[config.mk]
export PLATFORM = sky130hd
export DESIGN_NAME = dynamic_scan_n_flat
export DESIGN_NICKNAME = d
export VERILOG_FILES = /design/src/rtl/dynamic_scan_n_if.sv /design/src/rtl/dynamic_scan_n.sv /design/src/flat_wrapper.sv
export SDC_FILE = /design/constraint.sdc
export NUM_CORES = 1
export LEC_CHECK = 0
export BUFFER_PORTS_ARGS = -buffer_cell sky130_fd_sc_hd__buf_4
export CAP_MARGIN = 40
export CORE_AREA = 5 5 84 86
export DETAILED_ROUTE_END_ITERATION = 8
export DIE_AREA = 0 0 89 91
export HOLD_SLACK_MARGIN = 0.06
export PLACE_DENSITY_LB_ADDON = 0.08
export SLEW_MARGIN = 20
export SYNTH_ARGS = -nofsm -noshare
export SYNTH_HDL_FRONTEND = slang
export SYNTH_SLANG_ARGS = --single-unit
[constraint.sdc]
create_clock -name clk -period 3.09 [get_ports clk]
set_clock_uncertainty 0.15 [all_clocks]
set_input_delay 0.618 -clock clk [delete_from_list [all_inputs] [get_ports clk]]
set_output_delay 0.618 -clock clk [all_outputs]
set_load 0.01 [all_outputs]
[src/rtl/dynamic_scan_n_if.sv]
// Display-scanner bus: packed digit codes, per-digit dp/mask requests in,
// shared code bus, decimal point, active-low digit enables and frame pulse out.
interface dynamic_scan_n_if #(
    parameter int DIGITS = 4,
    parameter int DW     = 4
);
    logic [DIGITS*DW-1:0] digits;
    logic [DIGITS-1:0]    dp_in;
    logic [DIGITS-1:0]    mask;
    logic [DW-1:0]        seg;
    logic                 dp;
    logic [DIGITS-1:0]    enable;
    logic                 frame_start;

    modport master (
        output digits, dp_in, mask,
        input  seg, dp, enable, frame_start
    );

    modport slave (
        input  digits, dp_in, mask,
        output seg, dp, enable, frame_start
    );
endinterface

[src/rtl/dynamic_scan_n.sv]
// Time-multiplexed display scanner: prescaled slots, dead-time blank, frame snapshot.
// Leading-zero blanking is built only when DYNSCAN_LZB_EN is defined.
module dynamic_scan_n #(
    parameter int DIGITS = 4,
    parameter int DW     = 4,
    parameter int DIV    = 50000,
    parameter int BLANK  = 2
) (
    input  logic             clk,
    input  logic             rst_n,
    dynamic_scan_n_if.slave  bus
);
    localparam int PW = (DIV > 1) ? $clog2(DIV) : 1;
    localparam int SW = $clog2(DIGITS);

    logic [PW-1:0]        pcnt;
    logic [SW-1:0]        slot;
    logic                 started;
    logic [DIGITS*DW-1:0] sh_dig;
    logic [DIGITS-1:0]    sh_dp;
    logic [DIGITS-1:0]    sh_mask;

    logic [DW-1:0]        sel_dig;
    logic                 sel_dp;
    logic                 sel_mask;
    logic                 supp_sel;
    logic                 dark;
    logic [DIGITS-1:0]    en_nxt;
    logic                 pcnt_wrap;

    logic [DW-1:0]        seg_p1;
    logic                 dp_p1;
    logic [DIGITS-1:0]    enable_p1;
    logic                 frame_start_p1;

    assign pcnt_wrap = (pcnt == PW'(DIV - 1));

    always_comb begin
        sel_dig  = '0;
        sel_dp   = 1'b0;
        sel_mask = 1'b0;
        for (int k = 0; k < DIGITS; k++) begin
            if (slot == SW'(k)) begin
                sel_dig  = sh_dig[k*DW +: DW];
                sel_dp   = sh_dp[k];
                sel_mask = sh_mask[k];
            end
        end
    end

`ifdef DYNSCAN_LZB_EN
    // A digit is a leading zero when it and every digit to its left are zero.
    logic zrun;
    always_comb begin
        zrun     = 1'b1;
        supp_sel = 1'b0;
        for (int k = DIGITS - 1; k >= 1; k--) begin
            zrun = zrun && (sh_dig[k*DW +: DW] == '0);
            if ((slot == SW'(k)) && zrun)
                supp_sel = 1'b1;
        end
    end
`else
    assign supp_sel = 1'b0;
`endif

    always_comb begin
        dark = (int'(pcnt) < BLANK) || sel_mask || supp_sel;
        for (int k = 0; k < DIGITS; k++)
            en_nxt[k] = dark || (slot != SW'(k));
    end

    // Stage p1: the first edge after reset only takes the snapshot, so the
    // first registered slot already shows fresh data.
    always_ff @(posedge clk or negedge rst_n) begin
        if (!rst_n) begin
            started        <= 1'b0;
            pcnt           <= '0;
            slot           <= SW'(DIGITS - 1);
            sh_dig         <= '0;
            sh_dp          <= '0;
            sh_mask        <= '0;
            seg_p1         <= '0;
            dp_p1          <= 1'b0;
            enable_p1      <= '1;
            frame_start_p1 <= 1'b0;
        end else if (!started) begin
            started <= 1'b1;
            sh_dig  <= bus.digits;
            sh_dp   <= bus.dp_in;
            sh_mask <= bus.mask;
        end else begin
            if (pcnt_wrap) begin
                pcnt <= '0;
                if (slot == '0) begin
                    slot    <= SW'(DIGITS - 1);
                    sh_dig  <= bus.digits;
                    sh_dp   <= bus.dp_in;
                    sh_mask <= bus.mask;
                end else begin
                    slot <= slot - SW'(1);
                end
            end else begin
                pcnt <= pcnt + PW'(1);
            end
            seg_p1         <= sel_dig;
            dp_p1          <= sel_dp && !dark;
            enable_p1      <= en_nxt;
            frame_start_p1 <= (slot == SW'(DIGITS - 1)) && (pcnt == '0);
        end
    end

    assign bus.seg         = seg_p1;
    assign bus.dp          = dp_p1;
    assign bus.enable      = enable_p1;
    assign bus.frame_start = frame_start_p1;
endmodule

[src/flat_wrapper.sv]
// flat-port wrapper written by rule: the top's interface ports become plain ports
module dynamic_scan_n_flat 
#(
    parameter int DIGITS = 4,
    parameter int DW     = 4,
    parameter int DIV    = 50000,
    parameter int BLANK  = 2
)
  (clk, rst_n, bus_digits, bus_dp_in, bus_mask, bus_seg, bus_dp, bus_enable, bus_frame_start);
  dynamic_scan_n_if #(.DIGITS(DIGITS), .DW(DW)) bus_i ();
  input  logic clk;
  input  logic rst_n;
  input wire logic [$bits(bus_i.digits)-1:0] bus_digits;
  input wire logic [$bits(bus_i.dp_in)-1:0] bus_dp_in;
  input wire logic [$bits(bus_i.mask)-1:0] bus_mask;
  output wire logic [$bits(bus_i.seg)-1:0] bus_seg;
  output wire logic [$bits(bus_i.dp)-1:0] bus_dp;
  output wire logic [$bits(bus_i.enable)-1:0] bus_enable;
  output wire logic [$bits(bus_i.frame_start)-1:0] bus_frame_start;
  assign bus_i.digits = bus_digits;
  assign bus_i.dp_in = bus_dp_in;
  assign bus_i.mask = bus_mask;
  assign bus_seg = bus_i.seg;
  assign bus_dp = bus_i.dp;
  assign bus_enable = bus_i.enable;
  assign bus_frame_start = bus_i.frame_start;
  dynamic_scan_n #(.DIGITS(DIGITS), .DW(DW), .DIV(DIV), .BLANK(BLANK)) u_core (.clk(clk), .rst_n(rst_n), .bus(bus_i));
endmodule
Word level (Yosys, flattened, before mapping)
Index checks and enable logic that the tools add are counted.
- flip-flop bits (word level): 53
- bits in latches: 0
- memory bits (writable): 0
- ROM bits: 0
- output and inout bits: 10
- memories: 0
- add/subtract/negate cells: 2
- multipliers: 0
- div/mod/pow operators: 0
- $lt $le $gt $ge: 1
- eq/ne operators: 9
- shift-type cells: 0
- mux-type cells: 23
- bitwise operators: 0
- reductions and logical operators: 13
- operator list (kind ; count):
    $mux 16 ; 4
    $mux 4 ; 10
    $add 16x1->16 const B ; 1
    $eq 16x16->1 const B ; 1
    $logic_not 16->1 ; 1
    $lt 16x2->1 const B ; 1
    $mux 1 ; 8
    $ne 2x2->1 const B ; 4
    $logic_or 1x1->1 ; 5
    $eq 2x2->1 const B ; 2
    $reduce_and 2->1 ; 2
    $eq 2x1->1 const B ; 1
    $logic_and 1x1->1 ; 2
    $logic_not 2->1 ; 1
    $mux 2 ; 1
    $ne 2x1->1 const B ; 1
    $reduce_bool 2->1 ; 1
    $sub 2x1->2 const B ; 1
    $logic_not 1->1 ; 1

Depth between registers and ports, before layout
- word-level depth: 8
- depth in mapped cells: 7
- mapped depth without buffers: 6

Least setup slack after synthesis
No wires, ideal clock.
- path type: register -> register
- start: register u_core.pcnt[11]
- end: register u_core.sh_dig[0]
- data arrival time: 1932 ps
- data required time: 2815 ps
- setup slack: 883 ps
- stages on the path, launching flop included: 6
- period minus slack after synthesis: 2207 ps
- cell sequence: dfrtp_1 -> or4_4 -> nor4_4 -> a21oi_2 -> buf_6 -> mux2_4
- word-level cells in the longest chain between the ends: 3
- RTL lines (what ; RTL line ; source):
    start, declared ; dynamic_scan_n.sv:16 ; logic [PW-1:0] pcnt;
    start signal, assigned ; dynamic_scan_n.sv:104 ; pcnt <= pcnt + PW'(1);
    $eq 16x16->1 ; dynamic_scan_n.sv:36 ; assign pcnt_wrap = (pcnt == PW'(DIV - 1));
    $ne 2x2->1 (no line) ; n/a ;
    $reduce_and 2->1 (no line) ; n/a ;
    end signal, assigned ; dynamic_scan_n.sv:89 ; sh_dig <= bus.digits;
    end signal, assigned ; dynamic_scan_n.sv:97 ; sh_dig <= bus.digits;
    end, declared ; dynamic_scan_n.sv:19 ; logic [DIGITS*DW-1:0] sh_dig;
Every way passes these cells.
A chain may end at the register's enable or synchronous reset.

Worst setup path in the final report
- start: register u_core.pcnt[11]
- end: register u_core.sh_dp[2]
- word-level cells in the longest chain between the ends: 3
- RTL lines (what ; RTL line ; source):
    $eq 16x16->1 ; dynamic_scan_n.sv:36 ;
    $ne 2x2->1 (no line) ; n/a ;
    $reduce_and 2->1 (no line) ; n/a ;
    end signal, assigned ; dynamic_scan_n.sv:90 ; sh_dp <= bus.dp_in;
    end signal, assigned ; dynamic_scan_n.sv:98 ; sh_dp <= bus.dp_in;
    end, declared ; dynamic_scan_n.sv:20 ; logic [DIGITS-1:0] sh_dp;
Every way passes these cells.

==> flow_metrics.env <==
export IMPL_wl_um=5210
export IMPL_grt_ovfl_total=0
export IMPL_yosys_warnings=0
export IMPL_p_leak_nw=1.34
export IMPL_vias=1718
export IMPL_start_util_pct=41.6
export IMPL_hp_class="input pin to asynchronous set/reset pin"
export IMPL_syn_inst=219
export IMPL_outcome="finished, final reports clean"
export IMPL_ys_seq_area_share_pct=51.7
export IMPL_worstPathArrival_ns=2.55
export IMPL_hold_violations=0
export IMPL_synth_nets=251
export IMPL_fin_ws_ns=0.582
export IMPL_slew_headroom_pct=55.8
export IMPL_syn_area_um2=2580
export IMPL_final_period_utilization_pct=81.2
export IMPL_final_cell_mix="47 x dfrtp_1, 37 x buf_4, 22 x nor2_1, 20 x mux2_4, 14 x nand2_1"
export IMPL_fin_crit_ns=2.51
export IMPL_drv_slew=0
export IMPL_clkSinkCount=53
export IMPL_timing_fmax_mhz=399
export IMPL_slowest_delay_ns=0.56
export IMPL_cts_hold_buf=0
export IMPL_core_um2=6200
export IMPL_ant_nets=0
export IMPL_synth_edff_count=0
export IMPL_worst_skew_pair_late_latency_ns=0.30
export IMPL_grt_use_total_pct=14.0
export IMPL_syn_area_per_cell_um2=11.8
export IMPL_fin_setup_tns_ns=0
export IMPL_cp_required_ns=3.13
export IMPL_rsz0062_at_grt="false"
export IMPL_htreeDepth=2
export IMPL_syn_to_final_growth_pct=17.5
export IMPL_worst_setup_path_type="flip-flop to flip-flop"
export IMPL_peakVddDrop_v=0.000218
export IMPL_cts_buffers=5
export IMPL_hpwl_um=3810
export IMPL_worst_slew_pin_slew_ns=0.663
export IMPL_crit_fanout=13
export IMPL_die_area_um2=8100
export IMPL_endpoint="u_core.sh_dp[2]"
export IMPL_diodes=0
export IMPL_grt_pass1_wl_um=9000
export IMPL_antenna_found_initial=0
export IMPL_dr_pass1_iters=4
export IMPL_async_reset_ff_share_pct=100
export IMPL_clk_pin_slew_worst_paths_ns=0.09
export IMPL_r2r_end="u_core.sh_dp[2]"
export IMPL_ys_flop_type="dfrtp_1"
export IMPL_post_route_drc_count=0
export IMPL_post_cts_buffers=0
export IMPL_synth_seq_cells=53
export IMPL_cts_tree="yes"
export IMPL_maxCapViolCount=0
export IMPL_yosysUniqueCellTypes=42
export IMPL_cts_resized=0
export IMPL_fin_nets=287
export IMPL_path_cells="or4_4 -> nor4_4 -> a21oi_4 -> buf_16 -> mux2_4"
export IMPL_avgRoutedWirePerCell_um=15.6
export IMPL_die_width_um=89
export IMPL_dp_slack_ns=0.564
export IMPL_slowest_stage="or4_4"
export IMPL_root_buffer="clkbuf_8"
export IMPL_fill_cells=573
export IMPL_crit_start="u_core.pcnt[11]"
export IMPL_powerDensity_nw_per_um2=514
export IMPL_drtIter0Drc=88
export IMPL_cts_buffer_depth=2
export IMPL_gp_congestion=0.752
export IMPL_rows=29
export IMPL_cp_end_kind="flip-flop"
export IMPL_r2r_slack_ns=0.58
export IMPL_grt_pass1_vias=1812
export IMPL_pin_count=36
export IMPL_dieHeight_um=91
export IMPL_startpoint_type="flip-flop"
export IMPL_setup_viol=0
export IMPL_drt_vias_per_instance=5.16
export IMPL_final_common_cell="dfrtp_1"
export IMPL_drive_gt1_share_pct=31.3
export IMPL_portBuffers=35
export IMPL_reg2regPathDepth=5
export IMPL_reg2reg_from="u_core.pcnt[11]"
export IMPL_grt_max_degree=54
flip-flops by register name, indices dropped and copies added (netlist names):
| name | cells |
|---|---|
| u_core.sh_dp | 4 |
| u_core.bus.dp | 1 |
| u_core.bus.enable | 4 |
| u_core.sh_mask | 4 |
| u_core.bus.seg | 4 |
| u_core.pcnt | 16 |
| u_core.sh_dig | 16 |
| u_core.slot | 2 |
| u_core.started | 1 |
| u_core.bus.frame_start | 1 |
routing by layer:
metal | track usage, % | vias to the layer above | share of wire [%]
met3 | 3.26 | 10 | 3.4
li1 | - | 850 | -
met5 | 0 | - | 0
met2 | 21.2 | 32 | 48
met1 | 19.7 | 826 | 47
met4 | 4.96 | 0 | 2.2
cell usage after synthesis (2+ instances only):
cell	number	area (µm²)
dfrtp_1	47	1180
nor2_1	22	82.6
mux2_4	20	300
nand2_1	14	52.6
xnor2_1	12	105
nand4_1	10	62.6
a31oi_1	8	50.1
inv_1	8	30.0
nand3_1	8	40.0
clkbuf_1	6	22.5
dfstp_2	6	158
ha_1	6	75.1
nand2b_1	5	31.3
mux2_2	4	45.0
nor3_1	4	20.0
a221o_1	3	30.0
a22o_1	3	26.3
o21ai_0	3	15.0
or4_1	3	22.5
buf_6	2	22.5
nor4_1	2	12.5
nor4_4	2	42.5
o22ai_1	2	12.5
worst max-delay path, delay by kind of cell, from the launching register on:
family                 cells  cell delay [ns]
AOI/OAI and AO/OA          1             0.26
buffers and inverters      1             0.22
DFF                        1             0.44
muxes                      1             0.29
and+or+nand+nor            2             1.03
layout make-up:
class                   count  area, µm²  area share [%]
repair buffers             38        305            10.1
inverters                   8       30.0           0.991
well taps                  77       96.3            3.18
clock buffers               8       90.1            2.97
multi-input cells         149       1170            38.7
flip-flops and latches     53       1330            44.0
per-stage QoR:
step           hold WS [ns]  power (mW)  area, µm²  util [%]  cells
4_1_cts               0.220        1.58       3030      48.8    333
3_3_place_gp          0.335        1.17       2910      46.9    324
3_5_place_dp          0.334        1.18       2940      47.4    325
6_report              0.188        1.56       3030      48.8    333
5_1_grt               0.244        1.64       3030      48.8    333
2_1_floorplan         0.172        1.06       2580         -    219
logic make-up after synthesis:
kind of cell	after synthesis	synth area share [%]
muxes	25	13.8
xor gates and xnor gates	12	4.08
and+or+nand+nor	76	16.0
buffers and inverters	17	3.06
AOI/OAI and AO/OA	29	8.35
other	1	0.145
DFF	53	51.7
adders and majority gates	6	2.91
where the power goes:
| group | total [mW] | switching (mW) | internal (mW) |
|---|---|---|---|
| clock network | 0.399 | 0.215 | 0.183 |
| registers | 0.858 | 0.0837 | 0.774 |
| logic | 0.302 | 0.139 | 0.162 |
worst min path at each step:
| stage | to | depth (start not counted) |
|---|---|---|
| finish | u_core.pcnt[8] | 1 |
| global route | u_core.pcnt[8] | 1 |
| detailed placement | u_core.bus.enable[3] | 2 |
| CTS | u_core.pcnt[6] | 1 |
| global placement | u_core.bus.enable[1] | 2 |
| floorplan | u_core.bus.dp | 0 |
(Power assumes the default switching activity.)
